--- src/rtl/csel_subtractor_pipe.sv ---
// csel_subtractor_pipe: two-stage carry-select A-B with borrow and valid/ready; define CSEL_SUB_OVF_EN to add the signed overflow output ovf
module csel_subtractor_pipe #(
  parameter int WIDTH = 32,
  parameter int SPLIT = WIDTH / 2
) (
  input  logic             clk,
  input  logic             rst_n,
  input  logic             in_valid,
  output logic             in_ready,
  input  logic [WIDTH-1:0] A,
  input  logic [WIDTH-1:0] B,
  output logic             out_valid,
  input  logic             out_ready,
  output logic [WIDTH:0]   DIFF
`ifdef CSEL_SUB_OVF_EN
  ,
  output logic             ovf
`endif
);
  localparam int HI = WIDTH - SPLIT;
  logic [SPLIT:0]   lo_sum;
  logic [HI:0]      hi_sum0, hi_sum1;
  logic             s2_free, in_xfer, s1_adv;
  logic             s1_valid, s1_borrow_lo, s1_bo0, s1_bo1;
  logic [SPLIT-1:0] s1_d_lo;
  logic [HI-1:0]    s1_u0, s1_u1;
  logic [WIDTH:0]   sel_diff;
`ifdef CSEL_SUB_OVF_EN
  logic             s1_a_msb, s1_b_msb;
`endif
  // a stalled output frees the stage only when it is being taken; in_ready follows out_ready combinationally
  always_comb begin
    s2_free  = ~out_valid | out_ready;
    in_ready = ~s1_valid | s2_free;
    in_xfer  = in_valid & in_ready;
    s1_adv   = s1_valid & s2_free;
  end
  // low segment and both upper candidates (borrow-in 0 and 1) are computed unconditionally
  always_comb begin
    lo_sum  = {1'b0, A[SPLIT-1:0]} + {1'b0, ~B[SPLIT-1:0]} + (SPLIT+1)'(1);
    hi_sum0 = {1'b0, A[WIDTH-1:SPLIT]} + {1'b0, ~B[WIDTH-1:SPLIT]} + (HI+1)'(1);
    hi_sum1 = {1'b0, A[WIDTH-1:SPLIT]} + {1'b0, ~B[WIDTH-1:SPLIT]};
  end
  // the low-segment borrow picks which upper candidate becomes the result
  always_comb begin
    sel_diff = s1_borrow_lo ? {s1_bo1, s1_u1, s1_d_lo} : {s1_bo0, s1_u0, s1_d_lo};
  end
  // stage 1 captures on an input transfer and empties when it advances without a refill
  always_ff @(posedge clk or negedge rst_n) begin
    if (!rst_n) begin
      s1_valid     <= 1'b0;
      s1_d_lo      <= '0;
      s1_borrow_lo <= 1'b0;
      s1_u0        <= '0;
      s1_u1        <= '0;
      s1_bo0       <= 1'b0;
      s1_bo1       <= 1'b0;
    end else begin
      s1_valid <= in_xfer ? 1'b1 : (s1_adv ? 1'b0 : s1_valid);
      if (in_xfer) begin
        s1_d_lo      <= lo_sum[SPLIT-1:0];
        s1_borrow_lo <= ~lo_sum[SPLIT];
        s1_u0        <= hi_sum0[HI-1:0];
        s1_u1        <= hi_sum1[HI-1:0];
        s1_bo0       <= ~hi_sum0[HI];
        s1_bo1       <= ~hi_sum1[HI];
      end
    end
  end
  // stage 2 refills whenever it is free and holds its result under backpressure
  always_ff @(posedge clk or negedge rst_n) begin
    if (!rst_n) begin
      out_valid <= 1'b0;
      DIFF      <= '0;
    end else begin
      if (s2_free) out_valid <= s1_valid;
      if (s1_adv) DIFF <= sel_diff;
    end
  end
`ifdef CSEL_SUB_OVF_EN
  // operand sign bits ride along stage 1 so the overflow flag can be formed from the selected result
  always_ff @(posedge clk or negedge rst_n) begin
    if (!rst_n) begin
      s1_a_msb <= 1'b0;
      s1_b_msb <= 1'b0;
    end else if (in_xfer) begin
      s1_a_msb <= A[WIDTH-1];
      s1_b_msb <= B[WIDTH-1];
    end
  end
  // overflow is registered alongside DIFF with the same update condition
  always_ff @(posedge clk or negedge rst_n) begin
    if (!rst_n) ovf <= 1'b0;
    else if (s1_adv) ovf <= (s1_a_msb ^ s1_b_msb) & (sel_diff[WIDTH-1] ^ s1_a_msb);
  end
`endif
endmodule

--- config.mk ---
export PLATFORM = sky130hd
export DESIGN_NAME = csel_subtractor_pipe
export DESIGN_NICKNAME = d
export VERILOG_FILES = /design/src/rtl/csel_subtractor_pipe.sv
export SDC_FILE = /design/constraint.sdc
export NUM_CORES = 1
export LEC_CHECK = 0
export BUFFER_PORTS_ARGS = -buffer_cell sky130_fd_sc_hd__buf_4
export CORE_ASPECT_RATIO = 1.25
export CORE_MARGIN = 2
export CORE_UTILIZATION = 48
export DETAILED_ROUTE_END_ITERATION = 8
export GPL_TIMING_DRIVEN = 0
export HOLD_SLACK_MARGIN = 0.06
export PLACE_DENSITY_LB_ADDON = 0.1
export SLEW_MARGIN = 30
export SYNTH_ARGS = -nofsm -noshare
export SYNTH_HDL_FRONTEND = slang
export SYNTH_SLANG_ARGS = --single-unit
export TNS_END_PERCENT = 5
--- constraint.sdc ---
create_clock -name clk -period 2.16 [get_ports clk]
set_input_delay 0.108 -clock clk [delete_from_list [all_inputs] [get_ports clk]]
set_output_delay 0.108 -clock clk [all_outputs]
set_load 0.02 [all_outputs]
# Word-level counts from Yosys, hierarchy flattened
# Index checks and enable logic that the tools add are counted.
# totals
regBits,86
output_inout_bits,35
# op_classes
addsub,4
n_mux,3
bitwise_logic,11
n_reduce_logical,1
# op_table
cell,n
$add 16x16->17,2
$add 17x1->17 const B,2
$mux 33,1
$not 16->16,2
$not 1->1,5
$and 1x1->1,2
$mux 1,2
$or 1x1->1,2
$reduce_bool 2->1,1

# Longest topological paths before layout
# Gate-level depths: netlist of run 1.
# logic_depth
depth_word,5
depth_mapped,12

# Worst setup path after synthesis of run 1
# No wires, ideal clock.
# synth_timing
path_kind,input to register
start,in B[16]
end,reg s1_u0[15]
setup_time_ns,0.130
arrival_time_ns,2.508
required_time_ns,2.030
slack_ns,-0.478
path_stages,12
path_buffers,0
cell_sequence,inv_1 -> ha_1 -> fa_1 -> a211oi_1 -> o21ai_1 -> a31oi_1 -> xor2_1 -> nor4b_2 -> nand4b_4 -> nor3_1 -> xor2_1 -> o21ai_1
# synth_via
elab_chain_cells,3
# synth_rtl
item,line_no,source
start: declaration,11,"input logic [WIDTH-1:0] B,"
$not 16->16,41,"hi_sum0 = {1'b0, A[WIDTH-1:SPLIT]} + {1'b0, ~B[WIDTH-1:SPLIT]} + (HI+1)'(1);"
$add 16x16->17,41,
$add 17x1->17,41,
end signal: assignment,63,s1_u0 <= hi_sum0[HI-1:0];
end: declaration,26,"logic [HI-1:0] s1_u0, s1_u1;"
# Every way passes these cells.
# A chain may end at the register's enable or synchronous reset.

# Worst setup path in the final report of run 1
# layout_timing
start,in B[18]
end,reg s1_bo0
# layout_via
elab_chain_cells,4
# layout_rtl
item,line_no,source
$not 16->16,41,
$add 16x16->17,41,
$add 17x1->17,41,
$not 1->1,65,s1_bo0 <= ~hi_sum0[HI];
end signal: assignment,65,
end: declaration,24,"logic s1_valid, s1_borrow_lo, s1_bo0, s1_bo1;"
# Every way passes these cells.

==> results by group, run 1 <==
Outcome
  – Run status: finished with violations
  – Violated checks: negative setup slack

STA
  – Fin Hold WS: 0.0787 ns
  – Unrepaired setup endpoints after global routing: true
  – Fmax: 430 MHz
  – Minimum clock period: 2.33 ns
  – Fin worst setup slack: -0.167 ns
  – Final period util: 108%
  – Slew Viols, Final: 0
  – Clk_skew: around 0.0037 ns
  – # setup viols final: 7
  – Worst slew margin: 47.4%
  – Worst Max-Slew Pin Slew: approximately 0.8 ns
  – Hold Vio Cnt, Final: 0

Place
  – GPL Wtd Cong: about 0.94
  – IO Port Bufs: between 100 and 150
  – DPL Wire Length: between 8000 and 9000 um
  – DP Area: 6150 um2
  – Dpl cells: 781

CTS
  – TritonCTS clock tree: done
  – TritonCTS Buffers: 9
  – H-Tree Level Count: 3
  – Worst skew pair latency: 0.34 ns
  – Root Driver: clkbuf_16
  – Sink Count: 86
  – CTS Buffer Depth: 2
  – Clock slew at reported path FFs: 0.06 ns

Floorplanning
  – Io pins: 103
  – DIE AREA: 11700 um2
  – Horiz. Die Dim: 97.1 um
  – Core ar.: 10600 um2
  – Starting Density: 49.3%
  – Row count: 42
  – Vertical die dimension: 120 um

GRT
  – Vias in the first global route: 4195
  – Largest net degree at the start of global routing: 87
  – Gr ovfl total: 0
  – GR Util All Layers: 21.0%
  – First-pass GRT wire length: approximately 20000 um
  – Initial antenna violation count: 0

Power and ir drop
  – Worst vdd rail ir drop: 0.329 mV
  – Leakage: 3.21 nW
  – Cell Pwr Density: 855 nW/um2

Layout
  – Sequential standard cell area: ~2200 um2
  – Layout Nets: 769
  – Non-filler instance count after layout: 801
  – Area of the multi-input gates: 3060 um2
  – Share of layout cells above drive strength 1: 29.1%
  – Fill count: 876
  – Layout area overhead: 29.1%
  – Antenna cells: 0
  – Post-layout utilization of the core: 63.6%
  – Fin area: 6720 um2

Logic synthesis
  – Post-synth cell types: 56
  – Adder-cell share of the synthesized area: between 8 and 9%
  – Ys flop type: dfrtp_1
  – Synth Area in Simple Gates: 14.6%
  – Seq cells post-synth: between 80 and 90
  – Synthesized cell area: around 5200 um2
  – Share of the yosys chip area belonging to registers: roughly two fifths
  – Syn Area/Cell: between 9 and 10 um2
  – Main combinational cell family by area after synthesis: compound AO/OA/AOI/OAI gates
  – Syn Inst Count: approximately 550
  – Synth async-reset ratio: 100%
  – XOR/XNOR share of the synthesized area: 5.19%
  – Syn Nets: 650
  – EDFF count, synth: 0
  – Post-synthesis mux area share: 9.69%
  – Synth warn: 0
  – Synth Area in Compound Gates: 15.6%

Routing
  – Routed vias: 4334
  – Met3 WL: 469 um
  – Post-route ant nets: 0
  – DRC: 0
  – WL/cell: 15.4 um
  – 1st-iter DRT viols: 207
  – Metal1 wirelength: a little over 5000 um
  – Detailed-route wire length: 12300 um
  – Post-DR vias/cell: 5.41
  – Routed wl met2: 6420 um
  – Number of iterations in the first detailed-routing pass: 4
  – Top Layer Used: met4

Setup path
  – Worst Setup Start Kind: input pin
  – Max stage delay cell, worst path: a221o_1
  – Data required, critical path: ~2.4 ns
  – FF-to-FF setup slack: 0.12 ns
  – CP Capture Type: flop
  – Worst Path Max Fanout: 5
  – Buf/Inv on CP: 3
  – Crit path kind: in -> reg
  – Max incr delay on CP: 0.38 ns
  – Critical Path AT: 2.53 ns
  – CP Cell Sequence: buf_4, inv_1, ha_4, and3_4, a22oi_2, a21o_1, buf_6, a221o_1, xor2_2, nand4b_4, nor4_4, xnor2_1, o21ai_1
  – Delay-heaviest family, CP: compound AO/OA/AOI/OAI gates

Run
  – Max_cap viols: 0

Hold path
  – Hold Path Class: in -> reg
repair_timing:
action                                  in CTS  in global routing
buffers inserted                             2                  3
hold buffers                                 2                  0
endpoints found under the setup margin      14                 20
pin swaps                                    5                  8
endpoints found under the hold margin       87                  0
gates resized for setup                     21                 32
final timing paths:
kind	start	end	cells past startpoint
min reg2reg	s1_d_lo[4]	s1_d_lo[4]	2
min in group asynchronous	rst_n	DIFF[3]	2
max reg2reg	s1_borrow_lo	DIFF[26]	4
max	B[18]	s1_bo0	13
max in group asynchronous	rst_n	s1_u1[0]	2
min	out_ready	out_valid	3
layout by cell type (no fill, tap or decap), types with 16 or more instances in the layout:
| master | instances |
|---|---|
| nor2_1 | 21 |
| mux2i_1 | 20 |
| dfrtp_1 | 86 |
| inv_1 | 43 |
| o21ai_0 | 54 |
| ha_1 | 28 |
| xnor2_1 | 16 |
| nand2_1 | 71 |
| buf_4 | 106 |
| mux2_2 | 27 |
| a21oi_1 | 16 |
worst reg2reg max path, stage by stage (launching register included):
cell and delay [ns]:
dfrtp_1 0.33, clkbuf_1 0.52, buf_1 0.65, mux2i_1 0.31
o21ai_0 0.10
layout make-up:
type	instances	share of cell area, %
sequential	86	32.0
timing repair buffer	109	12.4
inverter	46	2.61
buffer	19	1.17
clock inverter	2	0.149
clock buffer	12	3.67
multi-input combinational	395	45.5
tap	132	2.46
stage by stage:
step	setup slack [ns]	setup TNS, ns	total power, mW
floorplan	-0.297	-1.73	3.50
global placement	-0.684	-8.58	4.20
detailed placement	-0.720	-9.47	4.26
global route	-0.271	-1.51	6.07
CTS	-0.142	-0.567	5.70
finish	-0.167	-0.501	5.74
cell usage after synthesis (all sizes together) (6+ instances only):
cell / instances / share of area (%)
dfrtp: 86 / 41
a21oi: 17 / 1.6
clkbuf: 12 / 0.87
nand2b: 8 / 0.96
o21ai: 66 / 6.3
ha: 33 / 7.9
xor2: 12 / 2.0
buf: 8 / 0.67
inv: 46 / 3.3
mux2i: 20 / 3.8
a21o: 8 / 1.2
mux2: 27 / 5.8
nand3: 10 / 0.96
xnor2: 18 / 3.2
a211oi: 7 / 1.0
nor2: 23 / 1.7
nor3: 11 / 1.2
nand2: 71 / 5.1
o31ai: 6 / 0.87
and3: 6 / 0.72
where the power goes:
group          internal (mW)  switching, mW  total [mW]
Sequential              2.04          0.238        2.28
Clock                  0.794          0.587        1.38
Combinational          0.961           1.12        2.08
Total                   3.80           1.95        5.74
layer usage:
metal	vias up	GRT usage, %
li1	2137	-
met1	2072	24.9
met2	104	37.9
met3	21	3.47
met4	0	8.54
met5	-	0
flip-flops by register name (all words and copies together), names as in the netlist:
signal / count
DIFF: 33
out_valid: 1
s1_bo0: 1
s1_bo1: 1
s1_borrow_lo: 1
s1_d_lo: 16
s1_u0: 16
s1_u1: 16
s1_valid: 1
cell families after synthesis:
family | after synthesis
simple gates | 153
compound gates | 130
flops | 86
buf+inv | 66
mux | 47
fa+ha+maj | 35
xor+xnor | 30
Power figures use the tool's default switching activity.
==> inputs of run 2 (changes only) <==
- CORE_ASPECT_RATIO: 1.25 -> 1.75
- PLACE_DENSITY: unset -> 0.71
- PLACE_DENSITY_LB_ADDON: 0.1 -> unset
==> results by group, run 2 (synthesis results as in run 1) <==
CTS
  – H-Tree Level Count: 3
  – CTS Buffer Depth: 2
  – Sink Count: 86
  – TritonCTS Buffers: 9
  – Worst skew pair latency: around 0.33 ns
  – Clock slew at reported path FFs: 0.06 ns
  – Root Driver: clkbuf_16
  – TritonCTS clock tree: done

STA
  – Fin worst setup slack: -0.160 ns
  – Unrepaired setup endpoints after global routing: true
  – Slew Viols, Final: 0
  – Hold Vio Cnt, Final: 0
  – Worst slew margin: between 40% and 50%
  – Worst Max-Slew Pin Slew: 0.785 ns
  – Clk_skew: 0.00346 ns
  – # setup viols final: 7
  – Final period util: 107%
  – Minimum clock period: 2.32 ns
  – Setup TNS: -0.494 ns
  – Fmax: 431 MHz

Hold path
  – Endpoint, Worst Hold: out_valid
  – Hold Path Class: in -> reg
  – Hold path start: out_ready
  – WHS Path Cells: 3

Routing
  – Metal1 wirelength: around 4700 um
  – WL/cell: ~16 um
  – Routed vias: 4527
  – Post-route ant nets: 0
  – Top Layer Used: met4
  – Post-DR vias/cell: 5.62
  – Detailed-route wire length: roughly 13000 um
  – Number of iterations in the first detailed-routing pass: 5
  – DRC: 0
  – Routed wl met2: 7520 um
  – Met3 WL: 556 um
  – 1st-iter DRT viols: 190

Place
  – DPL Wire Length: 9660 um
  – DP Area: between 6000 and 7000 um2
  – GPL Wtd Cong: 0.891
  – Dpl cells: 779
  – IO Port Bufs: 102

Floorplanning
  – Io pins: 103
  – Core ar.: roughly 11000 um2
  – Row count: 50
  – Horiz. Die Dim: roughly 83 um
  – DIE AREA: 11700 um2
  – Vertical die dimension: 142 um
  – Starting Density: 48.9%

Layout
  – Fill count: 893
  – Share of layout cells above drive strength 1: 31.0%
  – Most frequent cells in the layout: 108 x buf_4, 86 x dfrtp_1, 71 x nand2_1
  – Fin area: 6880 um2
  – Layout Nets: around 770
  – Biggest register: DIFF
  – Non-filler instance count after layout: 805
  – Antenna cells: 0
  – Max reg flops: 33
  – Most common cell after layout, fill and taps aside: buf_4
  – Layout area overhead: 32.2%

Outcome
  – Violated checks: negative setup slack
  – Run status: finished with violations

Run
  – Max_cap viols: 0

Setup path
  – Data required, critical path: 2.36 ns
  – R2R Path End: s1_u0[10]
  – Critical Path AT: around 2.5 ns
  – Worst Path Max Fanout: 5
  – CP Capture Type: flop
  – RR Startpoint: s1_valid
  – FF-to-FF setup slack: 0.25 ns
  – Reg2Reg Depth: 6
  – Crit path kind: in -> reg
  – Worst Setup Start Kind: input pin

Power and ir drop
  – Worst vdd rail ir drop: 0.593 mV
  – Leakage: between 3 and 4 nW
  – Cell Pwr Density: between 800 and 900 nW/um2

GRT
  – First-pass GRT wire length: 20700 um
  – Initial antenna violation count: 0
  – Largest net degree at the start of global routing: 87
  – GR Util All Layers: 22.7%
  – Gr ovfl total: 0
  – Vias in the first global route: 4559
[run 2: cell type report]
class	count	area, um2	area share, %
Inverter	46	180	2.62
Multi-Input combinational cell	395	3100	45.1
Clock buffer	11	253	3.67
Tap cell	130	163	2.36
Buffer	19	80.1	1.16
Sequential cell	86	2150	31.3
Timing Repair Buffer	113	868	12.6
Clock inverter	5	81.3	1.18
[run 2: worst max-delay path by stage]
stage / slack [ns] / cells after the start / start / endpoint
finish: -0.16 / 10 / A[22] / s1_bo0
global route: -0.28 / 11 / A[22] / s1_bo0
CTS: -0.19 / 11 / A[20] / s1_bo0
detailed placement: -0.72 / 12 / A[16] / s1_bo0
global placement: -0.65 / 12 / A[16] / s1_bo0
floorplan: -0.30 / 12 / B[16] / s1_u0[14]
[run 2: repair_timing]
item                                    in CTS  in global routing
endpoints found under the hold margin       87                  0
resized for setup                           25                 42
hold buffers                                 2                  0
buffers inserted                             2                  7
endpoints found under the setup margin      16                 30
pin swaps                                    6                 18
cloned                                       0                  0
[run 2: through the flow]
| step | util (%) | worst slack [ns] | hold WS [ns] | power (mW) |
|---|---|---|---|---|
| CTS | 62.4 | -0.192 | 0.0603 | 6.06 |
| detailed placement | 57.8 | -0.719 | 0.216 | 4.29 |
| floorplan | - | -0.297 | -0.188 | 3.50 |
| finish | 64.7 | -0.160 | 0.0665 | 6.14 |
| global placement | 57.8 | -0.654 | 0.316 | 4.20 |
| global route | 64.7 | -0.282 | 0.0711 | 6.47 |
[run 2: power by group]
part | leakage (nW) | internal, mW | switching [mW] | total, mW
clock | 0.162 | 1.08 | 0.630 | 1.71
combinational | 2.07 | 0.984 | 1.16 | 2.14
sequential | 1.04 | 2.04 | 0.247 | 2.29
[run 2: per-layer routing]
metal,track usage (%),vias to the layer above
met5,0,-
met4,6.90,0
met3,3.31,27
met2,44.2,129
met1,24.0,2222
li1,-,2149
[run 2: worst max-delay path: stages]
cell	delay [ns]
buf_4	0.11
ha_1	0.24
nor3_2	0.54
a21o_1	0.32
a311oi_4	0.16
nor4b_4	0.35
nand4b_4	0.17
nor4_4	0.30
xnor2_1	0.15
o21ai_1	0.07
